**config.mk**
```make
export PLATFORM = sky130hd
export DESIGN_NAME = onehot_decoder_scan
export DESIGN_NICKNAME = d
export VERILOG_FILES = /design/src/rtl/onehot_decoder_scan.sv
export SDC_FILE = /design/constraint.sdc
export NUM_CORES = 1
export LEC_CHECK = 0
export CORE_MARGIN = 3
export CORE_UTILIZATION = 52
export CTS_CLUSTER_DIAMETER = 50
export DETAILED_ROUTE_END_ITERATION = 16
export GPL_ROUTABILITY_DRIVEN = 0
export PLACE_DENSITY = 0.83
export SETUP_SLACK_MARGIN = 0.5
export SYNTH_ARGS = -nofsm -noshare
export SYNTH_HDL_FRONTEND = slang
export SYNTH_SLANG_ARGS = --single-unit
```
**constraint.sdc**
```tcl
create_clock -name clk -period 2.46 [get_ports clk]
set_input_delay 0.492 -clock clk [delete_from_list [all_inputs] [get_ports clk]]
set_output_delay 0.492 -clock clk [all_outputs]
set_load 0.02 [all_outputs]
```
**src/rtl/onehot_decoder_scan.sv**
```systemverilog
// Registered N-to-one-hot decoder with a direct decode mode and an
// autonomous scan mode that walks the one-hot output across all channels
// with a programmable dwell. Every output is a flop; no input reaches an
// output without passing through a clock edge.
module onehot_decoder_scan #(
    parameter int SEL_W   = 3,
    parameter int N_OUT   = 8,
    parameter int DWELL_W = 8
) (
    input  logic               clk,
    input  logic               rst,
    input  logic               en,
    input  logic               mode,
    input  logic               sel_valid,
    input  logic [SEL_W-1:0]   sel,
    input  logic [DWELL_W-1:0] dwell,
    output logic [N_OUT-1:0]   out,
    output logic [SEL_W-1:0]   idx,
    output logic               out_valid,
    output logic               err,
    output logic               wrap
);

    typedef enum logic [1:0] {
        ST_IDLE   = 2'd0,
        ST_DIRECT = 2'd1,
        ST_SCAN   = 2'd2
    } state_t;

    // One extra bit so N_OUT == 2**SEL_W is representable for the range check.
    localparam logic [SEL_W:0]   N_OUT_X  = (SEL_W + 1)'(N_OUT);
    // Scan wraps at N_OUT, not at 2**SEL_W.
    localparam logic [SEL_W-1:0] LAST_IDX = SEL_W'(N_OUT - 1);
    localparam logic [N_OUT-1:0] BIT0     = {{(N_OUT - 1){1'b0}}, 1'b1};

    state_t             state_r;
    logic [DWELL_W-1:0] cnt_r;

    // Mode FSM, dwell counter and all registered outputs. Priority is
    // rst, then en=0, then a mode change, then sel_valid.
    always_ff @(posedge clk) begin
        if (rst) begin
            state_r   <= ST_IDLE;
            cnt_r     <= {DWELL_W{1'b0}};
            out       <= {N_OUT{1'b0}};
            idx       <= {SEL_W{1'b0}};
            out_valid <= 1'b0;
            err       <= 1'b0;
            wrap      <= 1'b0;
        end else if (!en) begin
            state_r   <= ST_IDLE;
            cnt_r     <= {DWELL_W{1'b0}};
            out       <= {N_OUT{1'b0}};
            idx       <= {SEL_W{1'b0}};
            out_valid <= 1'b0;
            err       <= 1'b0;
            wrap      <= 1'b0;
        end else begin
            // Pulses default low; only the cases below raise them.
            err  <= 1'b0;
            wrap <= 1'b0;
            case (state_r)
                ST_IDLE, ST_DIRECT: begin
                    if (mode) begin
                        // Scan always restarts from channel 0.
                        state_r   <= ST_SCAN;
                        cnt_r     <= {DWELL_W{1'b0}};
                        out       <= BIT0;
                        idx       <= {SEL_W{1'b0}};
                        out_valid <= 1'b1;
                    end else if (state_r == ST_IDLE) begin
                        // Direct starts dark until the first accepted sel.
                        state_r   <= ST_DIRECT;
                        cnt_r     <= {DWELL_W{1'b0}};
                        out       <= {N_OUT{1'b0}};
                        idx       <= {SEL_W{1'b0}};
                        out_valid <= 1'b0;
                    end else if (sel_valid) begin
                        if ({1'b0, sel} < N_OUT_X) begin
                            out       <= BIT0 << sel;
                            idx       <= sel;
                            out_valid <= 1'b1;
                        end else begin
                            // Out-of-range select: go dark, keep idx, flag once.
                            out       <= {N_OUT{1'b0}};
                            out_valid <= 1'b0;
                            err       <= 1'b1;
                        end
                    end else begin
                        out       <= out;
                        idx       <= idx;
                        out_valid <= out_valid;
                    end
                end
                ST_SCAN: begin
                    if (!mode) begin
                        // Leaving scan discards any sel presented this cycle.
                        state_r   <= ST_DIRECT;
                        cnt_r     <= {DWELL_W{1'b0}};
                        out       <= {N_OUT{1'b0}};
                        idx       <= {SEL_W{1'b0}};
                        out_valid <= 1'b0;
                    end else if (cnt_r == dwell) begin
                        cnt_r <= {DWELL_W{1'b0}};
                        if (idx == LAST_IDX) begin
                            out  <= BIT0;
                            idx  <= {SEL_W{1'b0}};
                            wrap <= 1'b1;
                        end else begin
                            out <= out << 1;
                            idx <= idx + {{(SEL_W - 1){1'b0}}, 1'b1};
                        end
                    end else begin
                        // A dwell lowered below the count runs through the
                        // natural rollover before matching again.
                        cnt_r <= cnt_r + {{(DWELL_W - 1){1'b0}}, 1'b1};
                    end
                end
                default: begin
                    state_r   <= ST_IDLE;
                    cnt_r     <= {DWELL_W{1'b0}};
                    out       <= {N_OUT{1'b0}};
                    idx       <= {SEL_W{1'b0}};
                    out_valid <= 1'b0;
                end
            endcase
        end
    end

endmodule
```
==> reports/metrics.cfg <==
[timing]
finClkSkew_ns=0.00148
max_freq_mhz=540
drv_slew=0
finalSetupViolations=0
finalCritPeriodShare_pct=75.3
tns_ns=0
fin_crit_ns=1.85
rsz0062_at_grt=false
worst_pin_slew_ns=0.525
max_slew_margin_pct=65.0
hold_slack_ns=0.536
finalHoldViolCount=0

[die]
num_rows=17
die_x_um=55.2
die_h_um=55.2
io_pins=30
dieArea_um2=3040
initial_utilization_pct=55.8
coreArea_um2=2250

[synth]
synth.largest_area_cell=dfxtp_1
synth_flop_cell=dfxtp_1
synthesis.nets=157
yosysSeqAreaShare_pct=36.6
avgSynthCellArea_um2=9.18
synthTopCellsByArea=dfxtp_1 37%, xor2_1 9.8%, a21oi_1 6.4%
synth_warnings=0
ys_types=42
synth_most_common_cell=dfxtp_1
synth.top_cell.area_share_pct=36.6
async_flop_share_pct=0
synthCells=137
synth_seq_cells=23
netlist_top_cells_count=23 x dfxtp_1, 16 x a21oi_1, 14 x xor2_1, 11 x nor2_1, 10 x nand2_1
synth_edf_count=0
netlist_area_um2=1260

[flow_run]
cap_violations=0

[clocking]
clockBufferDepth=2
cts_tree=yes
htree_num_levels=1
root_buffer=clkbuf_4
clk_pin_slew_ns=0.12
numClockSinks=23
cts-buffers-inserted=3
clk-insertion-delay-late_ns=0.31

[global_route]
grt_use_total_pct=20.6
grt_pass1_wl_um=4530
grt_pass1_vias=1039
grt_max_degree=15
grt_antenna_before_repair=0
gr-total-overflow=0

[power]
ir_drop_uv=315
leakage_nw=0.587
pwr_density_cell_nw_per_um2=412

[hold_path]
hp-start=out[7]
hold_class=reg2reg

[detailed_routing]
post_drt_wl_per_cell_um=14.2
via_per_inst=5.69
ant_nets=0
drc=0
drtIter0Drc=23
vias=1099
routed_wl_um=2740
firstDrtPassIters=4

[layout]
nets=186
regArea_um2=460
syn_to_final_growth_pct=26.3
n_antenna_cell=0
drive_gt1_share_pct=12.1
multiInputGateArea_um2=741
nFillCells=188

[setup_path]
worstSetupStartpoint=mode
crit_chain=clkdlybuf4s50_1 -> and3b_2 -> inv_2 -> a21o_4 -> a21o_2 -> a21oi_1
path_max_fanout=13
cp.required_ns=2.71
arrival_ns=2.10
slowest_stage=clkdlybuf4s50_1
worstSetupPathType=in2reg
cpPeakStageDelay_ns=0.59
reg2reg_from=cnt_r[4]
cp-start-kind=input pin
end_kind=register

[run_status]
status=complete, no violations

[placed_design]
dp.final_hpwl_um=2080
portBuffers=28

## area by class of cell
| cell class | count | area share [%] |
|---|---|---|
| Multi-Input combinational cell | 102 | 46.7 |
| Clock buffer | 4 | 1.65 |
| Inverter | 4 | 0.946 |
| Timing Repair Buffer | 32 | 19.5 |
| Tap cell | 28 | 2.21 |
| Sequential cell | 23 | 29.0 |
## per-layer routing
metal / part of all wire, % / vias up / wire [um] / GRT usage (%)
li1: - / 553 / - / -
met1: 43 / 508 / 1190 / 27.1
met2: 49 / 33 / 1350 / 33.9
met3: 5.8 / 5 / 159 / 3.49
met4: 1.6 / 0 / 43 / 7.29
met5: 0 / - / 0 / 0
## metrics by stage
step	cells	cell area (um2)	total power [mW]	utilization, %	worst slack (ns)
6_report	193	1590	0.654	70.4	0.609
5_1_grt	193	1590	0.685	70.4	0.490
4_1_cts	192	1560	0.655	69.4	0.510
3_5_place_dp	188	1540	0.486	68.2	0.187
3_3_place_gp	188	1540	0.484	68.2	0.251
2_1_floorplan	137	1260	0.444	-	0.739
## report_power, final
group,total [mW],switching [mW],internal (mW)
clock network,0.174,0.110,0.0634
registers,0.385,0.00647,0.378
logic,0.0954,0.0468,0.0486
total,0.654,0.164,0.490
## logic make-up (layout without fill, tap and decap cells)
group / count (synthesis) / after routing / share of synthesized area, %
other: 1 / 1 / 0.298
DFF: 23 / 23 / 36.6
buffers and inverters: 12 / 40 / 5.77
adders and majority gates: 4 / 4 / 3.98
AOI/OAI and AO/OA: 38 / 38 / 21.2
and+or+nand+nor: 44 / 44 / 21.7
xor gates and xnor gates: 15 / 15 / 10.4
## layout by cell type, fill, tap and decap left out, types with 3 or more instances in the layout
| master | n |
|---|---|
| xor2_1 | 14 |
| nand4_1 | 4 |
| a211oi_1 | 9 |
| nand2_1 | 10 |
| a21oi_1 | 16 |
| nor3_1 | 3 |
| clkdlybuf4s50_1 | 28 |
| clkbuf_4 | 3 |
| nor2_1 | 11 |
| dfxtp_1 | 23 |
| a32oi_1 | 4 |
| buf_4 | 4 |
| ha_1 | 4 |
| inv_1 | 3 |
## sequential cells by signal, summed over array words and instances, names as in the netlist
| signal | flops |
|---|---|
| state_r | 2 |
| idx | 3 |
| cnt_r | 8 |
| out | 8 |
| wrap | 1 |
| out_valid | 1 |
## final timing paths
check                  end  slack (ns)  depth (start not counted)
setup / recovery  cnt_r[1]        0.61                          6
hold / removal      out[7]        0.54                          2
setup reg to reg    idx[2]        0.83                          5
hold reg to reg     out[7]        0.54                          2
## timing repair
item | in CTS | in global routing
hold buffers | 0 | 0
endpoints found under the setup margin | 0 | 13
hold endpoints to repair | 0 | 0
buffers inserted | 0 | 1
resized for setup | 0 | 4
## critical path, delay by kind of cell
kind,cells,cell delay (ns)
buffers and inverters,2,0.67
AO/OA/AOI/OAI,3,0.62
AND/OR/NAND/NOR,1,0.31
Power figures use the tool's default switching activity.
